### config.mk
export PLATFORM = sky130hd
export DESIGN_NAME = dest_tag_pipe
export DESIGN_NICKNAME = d
export VERILOG_FILES = /design/src/rtl/dest_tag_pipe.sv
export SDC_FILE = /design/constraint.sdc
export NUM_CORES = 1
export LEC_CHECK = 0
export ABC_AREA = 1
export CAP_MARGIN = 5
export CORE_UTILIZATION = 45
export CTS_CLUSTER_DIAMETER = 200
export CTS_CLUSTER_SIZE = 25
export DETAILED_ROUTE_END_ITERATION = 12
export PLACE_DENSITY_LB_ADDON = 0.1
export SLEW_MARGIN = 20
export SYNTH_ARGS = -nofsm -noshare
export SYNTH_HDL_FRONTEND = slang
export SYNTH_SLANG_ARGS = --single-unit
### constraint.sdc
create_clock -name clk -period 4.5 [get_ports clk]
set_clock_uncertainty 0.05 [all_clocks]
set_input_delay 0.675 -clock clk [delete_from_list [all_inputs] [get_ports clk]]
set_output_delay 0.675 -clock clk [all_outputs]
set_load 0.05 [all_outputs]
### src/rtl/dest_tag_pipe.sv
// Destination-register tag pipeline D->X->M->W feeding the hazard unit, with
// bubble insertion on stall/flush, saturating event counters and a stall watchdog.
module dest_tag_pipe #(
  parameter int REG_W     = 5,
  parameter int CNT_W     = 16,
  parameter int MAX_STALL = 8
) (
  input  logic             clk,
  input  logic             rst_n,
  input  logic             d_valid,
  input  logic [REG_W-1:0] d_rd,
  input  logic             d_wr_en,
  input  logic             d_read_mem,
  input  logic             stall_d,
  input  logic             flush,
  output logic [REG_W-1:0] x_rd,
  output logic             x_read_mem,
  output logic [REG_W-1:0] m_rd,
  output logic             m_read_mem,
  output logic [REG_W-1:0] w_rd,
  output logic             w_wr_en,
  output logic [CNT_W-1:0] stall_cnt,
  output logic [CNT_W-1:0] flush_cnt,
  output logic             stall_err
);

  localparam logic [7:0]       RUN_LIMIT = 8'(MAX_STALL);
  localparam logic [7:0]       RUN_MAX   = 8'hFF;
  localparam logic [CNT_W-1:0] CNT_MAX   = '1;

  logic [REG_W-1:0] d_tag;
  logic             d_ld;
  logic             bubble;
  logic             stall_only;
  logic [7:0]       run_cnt;

  // NOTE: every always_comb output gets a default first so no path can infer a latch.
  always_comb begin
    d_tag      = '0;
    d_ld       = 1'b0;
    if (d_valid && d_wr_en) begin
      d_tag = d_rd;
      d_ld  = d_read_mem;
    end
    bubble     = stall_d | flush;
    // A flush that coincides with a stall is accounted as a flush only.
    stall_only = stall_d & ~flush;
  end

  // NOTE: sequential state uses non-blocking assignments so all stages shift on the same edge.
  always_ff @(posedge clk or negedge rst_n) begin
    if (!rst_n) begin
      x_rd       <= '0;
      x_read_mem <= 1'b0;
      m_rd       <= '0;
      m_read_mem <= 1'b0;
      w_rd       <= '0;
    end else begin
      x_rd       <= bubble ? '0 : d_tag;
      x_read_mem <= bubble ? 1'b0 : d_ld;
      m_rd       <= x_rd;
      m_read_mem <= x_read_mem;
      w_rd       <= m_rd;
    end
  end

  always_ff @(posedge clk or negedge rst_n) begin
    if (!rst_n) begin
      stall_cnt <= '0;
      flush_cnt <= '0;
    end else begin
      if (stall_only && stall_cnt != CNT_MAX) stall_cnt <= stall_cnt + 1'b1;
      if (flush && flush_cnt != CNT_MAX)      flush_cnt <= flush_cnt + 1'b1;
    end
  end

  // Run counter holds the number of consecutive stall cycles already seen.
  always_ff @(posedge clk or negedge rst_n) begin
    if (!rst_n) begin
      run_cnt   <= '0;
      stall_err <= 1'b0;
    end else if (stall_only) begin
      if (run_cnt >= RUN_LIMIT) stall_err <= 1'b1;
      if (run_cnt != RUN_MAX)   run_cnt   <= run_cnt + 8'd1;
    end else begin
      run_cnt <= '0;
    end
  end

  assign w_wr_en = (w_rd != '0);

endmodule

== Word level (Yosys, flattened, before mapping) ==
Cells that the tools add are included.
Storage, ports and cells
  flip-flop bits (word level): 58
  latch bits: 0
  RAM bits: 0
  memory bits (read-only): 0
  input bits: 12
  output and inout bits: 51
  word-level logic and storage cells: 31
  memories kept: 0
Operators by class
  add/sub/neg operators: 3
  multipliers: 0
  div/mod/pow operators: 0
  order comparisons: 1
  equality and inequality tests: 4
  shift-type cells: 0
  mux-type cells: 6
  bitwise operators: 3
  reduce and logical (&&, ||, !) cells: 5
Operator list (count)
  adder 16 x 1 -> 16 bit (second input constant): 2
  != test 16 bit (second input constant): 2
  two-way mux 8 bit: 2
  two-way mux 5 bit: 2
  adder 8 x 1 -> 8 bit (second input constant): 1
  greater-or-equal comparator 8 x 4 -> 1 bit (second input constant): 1
  != test 8 bit (second input constant): 1
  nonzero test 5 bit: 1
  logical AND 1 bit: 3
  two-way mux 1 bit: 2
  != test 2 x 1 -> 1 bit (second input constant): 1
  AND reduction 2 bit: 1
  AND 1 bit: 1
  inverter 1 bit: 1
  OR 1 bit: 1

== Longest topological paths before layout ==
Gate-level depths: netlist of run 1.
  depth in word-level cells: 3
  gate-level depth with buffers: 9
  depth with buffers taken out: 9

== Least setup slack after synthesis of run 1 ==
OpenSTA, ideal clock, no wires.
  kind: register to register
  from: reg flush_cnt[1]
  to: reg flush_cnt[0]
  library setup time: 0.120 ns
  arrival time: 1.667 ns
  data required time: 4.330 ns
  setup slack: 2.663 ns
  stages on the path, launching flop included: 10
  buffers on the path: 1
  period minus slack after synthesis: 1.837 ns
  cells stage by stage: dfrtp_1 -> ha_1 -> nand3_2 -> inv_2 -> nand2_1 -> nor2_2 -> nor2_2 -> buf_6 -> nand2_1 -> nand2_1
Between the ends
  longest elaborated chain between the ends: 2
Ends and longest elaborated chain
  from (decl): RTL line 23  | output logic [CNT_W-1:0] flush_cnt,
  from (signal assigned): RTL line 73  | if (flush && flush_cnt != CNT_MAX) flush_cnt <= flush_cnt + 1'b1;
  != test 16 bit: RTL line 73
  logical AND 1 bit: RTL line 73
No other way between the ends.
A chain may end at the register's enable or synchronous reset.

== Final worst setup path of run 1 ==
  from: reg flush_cnt[2]
  to: out flush_cnt[2]
No word-level cell between the ends.

==> results.sh, run 1 <==
export IMPL_status="completed"
export IMPL_post_cts_buffers=0
export IMPL_leakage_nw=1.79
export IMPL_numPortBuffers=62
export IMPL_cts_hold_buf=0
export IMPL_synth_top_area_cell="dfrtp_1"
export IMPL_cp_slowest_cell="clkdlybuf4s50_1"
export IMPL_dp_cells=513
export IMPL_grt_pass1_wl_mm=11.1
export IMPL_ys_seq_area_share_pct=48.2
export IMPL_via_count=2640
export IMPL_synth_top_area_share_pct=48.2
export IMPL_cts_tree="done"
export IMPL_post_dp_cell_area_sq_um=3690
export IMPL_yosys_warnings=0
export IMPL_rsz0062_at_grt="no"
export IMPL_cts_clk_slew_worst_paths_ns=0.07
export IMPL_timing_final_crit_share_pct=53.6
export IMPL_synth_nets=392
export IMPL_ctsRootBufferMaster="clkbuf_8"
export IMPL_antenna_found_initial=0
export IMPL_synth_area_leaders="dfrtp_1 48%, nand2_1 17%, nor2_1 4.6%, inv_1 3.9%, nand3_1 3.5%"
export IMPL_hold_viol_final=0
export IMPL_cts_max_path_buffers=2
export IMPL_die_h_um=83.8
export IMPL_max_slew_margin_pct=55.4
export IMPL_ys_seq_elements=58
export IMPL_htreeDepth=3
export IMPL_required_ns=3.77
export IMPL_cts_sinks=58
export IMPL_cts_buffers=9
export IMPL_timing_final_ws_setup_ns=2.09
export IMPL_arrival_ns=1.69
export IMPL_cp_end_kind="primary output"
export IMPL_fin_area_sq_um=3900
export IMPL_track_usage_pct=20.1
export IMPL_min_period_ns=2.41
export IMPL_cp_top_family="buffers and inverters"
export IMPL_preCtsSetupSlack_ns=2.18
export IMPL_cp_cell_sequence="clkdlybuf4s50_1"
export IMPL_start_util_pct=47.1
export IMPL_routed_wl_mm=6.45
export IMPL_gp_congestion=0.788
export IMPL_tns_ns=0
export IMPL_layout_drive_gt1_share_pct=11.1
export IMPL_final_seq_area_sq_um=1450
export IMPL_setup_viol=0
export IMPL_slowest_delay_ns=0.85
export IMPL_antenna_cells=0
export IMPL_grt_pass1_vias=2447
export IMPL_vdd_drop_max_v=0.000381
export IMPL_drtPass1Iterations=4
export IMPL_fillers=576
export IMPL_crit_path_max_fanout=7
export IMPL_rows=29
export IMPL_grt_overflow_total=0
export IMPL_die_area_sq_um=7020
export IMPL_area_delta_synth_final_pct=29.6
export IMPL_route_detailed_drc=0
export IMPL_grt_max_degree=38
export IMPL_core_area_sq_um=6390
export IMPL_hpwl_mm=4.74
export IMPL_cts_resized=0
export IMPL_chipWidth_um=83.8
export IMPL_postRouteAntennaNets=0
export IMPL_power_density_nw_per_um2=407
export IMPL_viasPerCell=4.99
export IMPL_yosysUniqueCellTypes=28
export IMPL_nets=463
export IMPL_path_class="flip-flop to primary output"
export IMPL_min_path_type="primary input to asynchronous set/reset pin"
export IMPL_synth_cells=376
export IMPL_fin_cells=529
export IMPL_layout_commonest_cell="nand2_1"
export IMPL_multi_input_area_sq_um=1390
export IMPL_maxSlewViolCount=0
export IMPL_fmax_ghz=0.414
export IMPL_insertion_delay_ns=0.34
export IMPL_ios=63
export IMPL_worst_setup_path_start_kind="flip-flop"
export IMPL_worst_pin_slew_ns=0.668
export IMPL_final_cell_mix="139 x nand2_1, 61 x clkdlybuf4s50_1, 58 x dfrtp_1, 37 x nor2_1, 31 x inv_1"
export IMPL_drv_cap=0
export IMPL_dr_first_iter_drc_count=112
export IMPL_netlist_area_sq_um=3010
export IMPL_wire_per_inst_um=12.2
export IMPL_critical_path_buf_inv_count=1
export IMPL_syn_area_per_cell_sq_um=8.00
==> path summary, 6_finish.rpt <==
path	start	endpoint	slack, ns	depth (start not counted)
worst max-delay path	flush_cnt[2]$_DFFE_PN0P_	flush_cnt[2]	2.09	1
worst min-delay path	rst_n	flush_cnt[5]$_DFFE_PN0P_	0.24	1
worst max register to register	stall_cnt[0]$_DFFE_PN0P_	stall_cnt[15]$_DFFE_PN0P_	2.62	9
worst min register to register	m_rd[2]$_DFF_PN0_	w_rd[2]$_DFF_PN0_	0.32	0
max in group asynchronous	rst_n	stall_cnt[12]$_DFFE_PN0P_	3.29	2
min in group clk	m_rd[2]$_DFF_PN0_	w_rd[2]$_DFF_PN0_	0.32	0
==> per-stage QoR <==
| step | hold slack (ns) | total power, mW | util (%) |
|---|---|---|---|
| detailed placement | 0.311 | 1.11 | 57.9 |
| global placement | 0.306 | 1.10 | 57.9 |
| finish | 0.244 | 1.59 | 61.1 |
| floorplan | 0.329 | 0.950 | - |
| CTS | 0.258 | 1.60 | 61.1 |
| global route | 0.274 | 1.67 | 61.1 |
==> kinds of logic after synthesis <==
| kind of cell | Yosys count | synth area share [%] |
|---|---|---|
| AND/OR/NAND/NOR | 238 | 35.8 |
| AO/OA/AOI/OAI | 28 | 5.95 |
| XOR/XNOR | 10 | 2.91 |
| flip-flops | 58 | 48.2 |
| buffers and inverters | 38 | 5.49 |
| adder cells (fa/ha/maj) | 4 | 1.66 |
==> sequential cells by signal (all words and copies together), names as in the netlist <==
| register | count |
|---|---|
| flush_cnt | 16 |
| stall_cnt | 16 |
| run_cnt | 8 |
| m_rd | 5 |
| w_rd | 5 |
| x_rd | 5 |
| m_read_mem | 1 |
| stall_err | 1 |
| x_read_mem | 1 |
==> final cells by class <==
| type | count | share of cell area (%) |
|---|---|---|
| Multi-Input combinational cell | 280 | 35.7 |
| Clock inverter | 5 | 1.35 |
| Sequential cell | 58 | 37.2 |
| Timing Repair Buffer | 63 | 16.0 |
| Clock buffer | 11 | 3.88 |
| Inverter | 35 | 3.37 |
| Tap cell | 77 | 2.47 |
==> cells in the mapped netlist <==
library cell	instances
inv_1	31
clkinv_1	1
nand2_2	7
o21ai_2	7
nor2_1	37
a31o_2	2
or2_2	1
a21o_1	1
o21ai_0	13
o21ai_1	2
nor3_1	1
xnor2_1	4
nand4_1	10
nand4_4	1
nand3_2	2
nand3b_1	4
ha_1	4
a21oi_1	2
xor2_1	6
nand2_1	139
inv_2	3
nand3_1	21
nor3b_1	6
nor2_2	5
a21boi_0	1
dfrtp_1	58
nor2_4	4
buf_6	3
==> where the power goes <==
| part | internal, mW | switching, mW | total [mW] |
|---|---|---|---|
| Combinational | 0.150 | 0.296 | 0.446 |
| Clock | 0.283 | 0.208 | 0.490 |
| Sequential | 0.573 | 0.0782 | 0.651 |
==> metal layers <==
| layer | vias to the layer above | global-route usage [%] | routed length, um |
|---|---|---|---|
| met4 | 0 | 7.09 | 68 |
| met2 | 62 | 30.5 | 2960 |
| li1 | 1340 | - | - |
| met1 | 1232 | 26.8 | 3030 |
| met3 | 6 | 6.92 | 397 |
| met5 | - | 0 | 0 |
Note: power is estimated with default switching activity, not from simulation.
==> inputs of run 2 (changes only) <==
Clock period 4.5 ns to 2 ns, I/O delays scaled along.
==> results.sh, run 2 (synthesized netlist as in run 1, its figures left out) <==
export IMPL_cp_end_kind="primary output"
export IMPL_timing_final_ws_setup_ns=0.0455
export IMPL_cp_top_family="buffers and inverters"
export IMPL_slowest_delay_ns=0.83
export IMPL_tns_ns=0
export IMPL_final_seq_area_sq_um=1450
export IMPL_post_cts_buffers=0
export IMPL_route_detailed_drc=0
export IMPL_grt_pass1_vias=2540
export IMPL_worst_setup_path_start_kind="flip-flop"
export IMPL_layout_drive_gt1_share_pct=12.1
export IMPL_grt_max_degree=59
export IMPL_die_area_sq_um=7020
export IMPL_viasPerCell=4.89
export IMPL_gp_congestion=0.798
export IMPL_preCtsSetupSlack_ns=0.136
export IMPL_layout_commonest_cell="nand2_1"
export IMPL_cts_clk_slew_worst_paths_ns=0.07
export IMPL_core_area_sq_um=6390
export IMPL_postRouteAntennaNets=0
export IMPL_cts_tree="done"
export IMPL_power_density_nw_per_um2=918
export IMPL_grt_overflow_total=0
export IMPL_critical_path_buf_inv_count=1
export IMPL_drv_cap=0
export IMPL_min_period_ns=1.95
export IMPL_insertion_delay_ns=0.34
export IMPL_leakage_nw=2.11
export IMPL_reg_top3="flush_cnt: 16 flops, stall_cnt: 16 flops, run_cnt: 8 flops"
export IMPL_required_ns=1.65
export IMPL_fmax_ghz=0.512
export IMPL_ios=63
export IMPL_final_cell_mix="139 x nand2_1, 58 x dfrtp_1, 38 x clkdlybuf4s50_1, 37 x nor2_1, 31 x inv_1"
export IMPL_min_path_type="flip-flop to flip-flop"
export IMPL_via_count=2609
export IMPL_die_h_um=83.8
export IMPL_status="completed"
export IMPL_numPortBuffers=62
export IMPL_cp_cell_sequence="clkdlybuf4s50_1"
export IMPL_crit_path_max_fanout=5
export IMPL_setup_viol=0
export IMPL_track_usage_pct=21.0
export IMPL_worst_pin_slew_ns=0.514
export IMPL_antenna_cells=0
export IMPL_arrival_ns=1.60
export IMPL_antenna_found_initial=0
export IMPL_rows=29
export IMPL_rsz0062_at_grt="no"
export IMPL_hpwl_mm=4.71
export IMPL_cts_buffers=9
export IMPL_max_slew_margin_pct=65.7
export IMPL_ctsRootBufferMaster="clkbuf_8"
export IMPL_grt_pass1_wl_mm=11.7
export IMPL_hold_viol_final=0
export IMPL_cp_slowest_cell="clkdlybuf4s50_1"
export IMPL_wire_per_inst_um=12.5
export IMPL_nets=467
export IMPL_routed_wl_mm=6.66
export IMPL_cts_max_path_buffers=2
export IMPL_drtPass1Iterations=4
export IMPL_dr_first_iter_drc_count=144
export IMPL_timing_final_crit_share_pct=97.7
export IMPL_start_util_pct=47.1
export IMPL_cts_sinks=58
export IMPL_path_class="flip-flop to primary output"
export IMPL_vdd_drop_max_v=0.000716
export IMPL_maxSlewViolCount=0
export IMPL_area_delta_synth_final_pct=32.8
export IMPL_htreeDepth=3
export IMPL_p_total_mw=3.67
export IMPL_multi_input_area_sq_um=1400
export IMPL_chipWidth_um=83.8
export IMPL_fillers=583
[run 2: changes by cell type in the layout (fill, tap and decap cells not counted), moves of 3 or more]
| cell | delta |
|---|---|
| clkdlybuf4s50_1 | -23 |
| buf_4 | +5 |
| dlygate4sd2_1 | +3 |
| dlymetal6s2s_1 | +17 |
[run 2: metal layers]
metal	GRT usage [%]	up-vias	part of all wire (%)	wire, um
met5	0	-	0	0
met4	8.78	0	2.0	131
met3	5.84	13	4.8	317
met2	32.5	58	43	2880
met1	27.8	1197	50	3340
li1	-	1341	-	-
[run 2: power by group]
group | internal, mW | switching [mW]
logic | 0.326 | 0.669
registers | 1.29 | 0.179
clock network | 0.731 | 0.475
total | 2.35 | 1.32
[run 2: worst paths after layout]
path	end	slack, ns	startpoint	cells past startpoint
max	flush_cnt[11]	0.05	flush_cnt[11]$_DFFE_PN0P_	1
min	m_rd[4]$_DFF_PN0_	0.32	x_rd[4]$_DFF_PN0_	0
max reg2reg	stall_cnt[11]$_DFFE_PN0P_	0.36	stall_cnt[0]$_DFFE_PN0P_	9
min reg2reg	m_rd[4]$_DFF_PN0_	0.32	x_rd[4]$_DFF_PN0_	0
max in group asynchronous	run_cnt[1]$_DFFE_PN0P_	1.19	rst_n	3
min in group asynchronous	w_rd[0]$_DFF_PN0_	0.44	rst_n	3
[run 2: per-stage QoR]
| stage | util (%) | hold WS, ns | area (sq um) | std cells |
|---|---|---|---|---|
| floorplan | - | -0.0456 | 3010 | 376 |
| global placement | 58.3 | 0.281 | 3720 | 516 |
| detailed placement | 58.3 | 0.284 | 3720 | 516 |
| CTS | 61.8 | 0.325 | 3950 | 533 |
| global route | 62.6 | 0.334 | 4000 | 533 |
| finish | 62.6 | 0.323 | 4000 | 533 |
[run 2: worst reg2reg max path, cell delays in order, from the launching register on]
cell and delay [ns]:
dfrtp_1 0.41, ha_1 0.26, nand3_1 0.18, inv_2 0.10, nand2_2 0.06, nor2_4 0.12
nor2_4 0.05, buf_4 0.18, nand2_1 0.09, o21ai_2 0.05
[run 2: repair_timing]
item	4_1_cts	5_1_grt
setup endpoints to repair	3	18
hold buffers	1	0
hold endpoints to repair	58	0
resized for setup	3	18
[run 2: cell type report]
cell class / count / share of cell area [%]
Sequential cell: 58 / 36.3
Multi-Input combinational cell: 280 / 35.0
Timing Repair Buffer: 67 / 17.5
Clock buffer: 11 / 3.54
Inverter: 35 / 3.29
Tap cell: 77 / 2.41
Clock inverter: 5 / 1.94
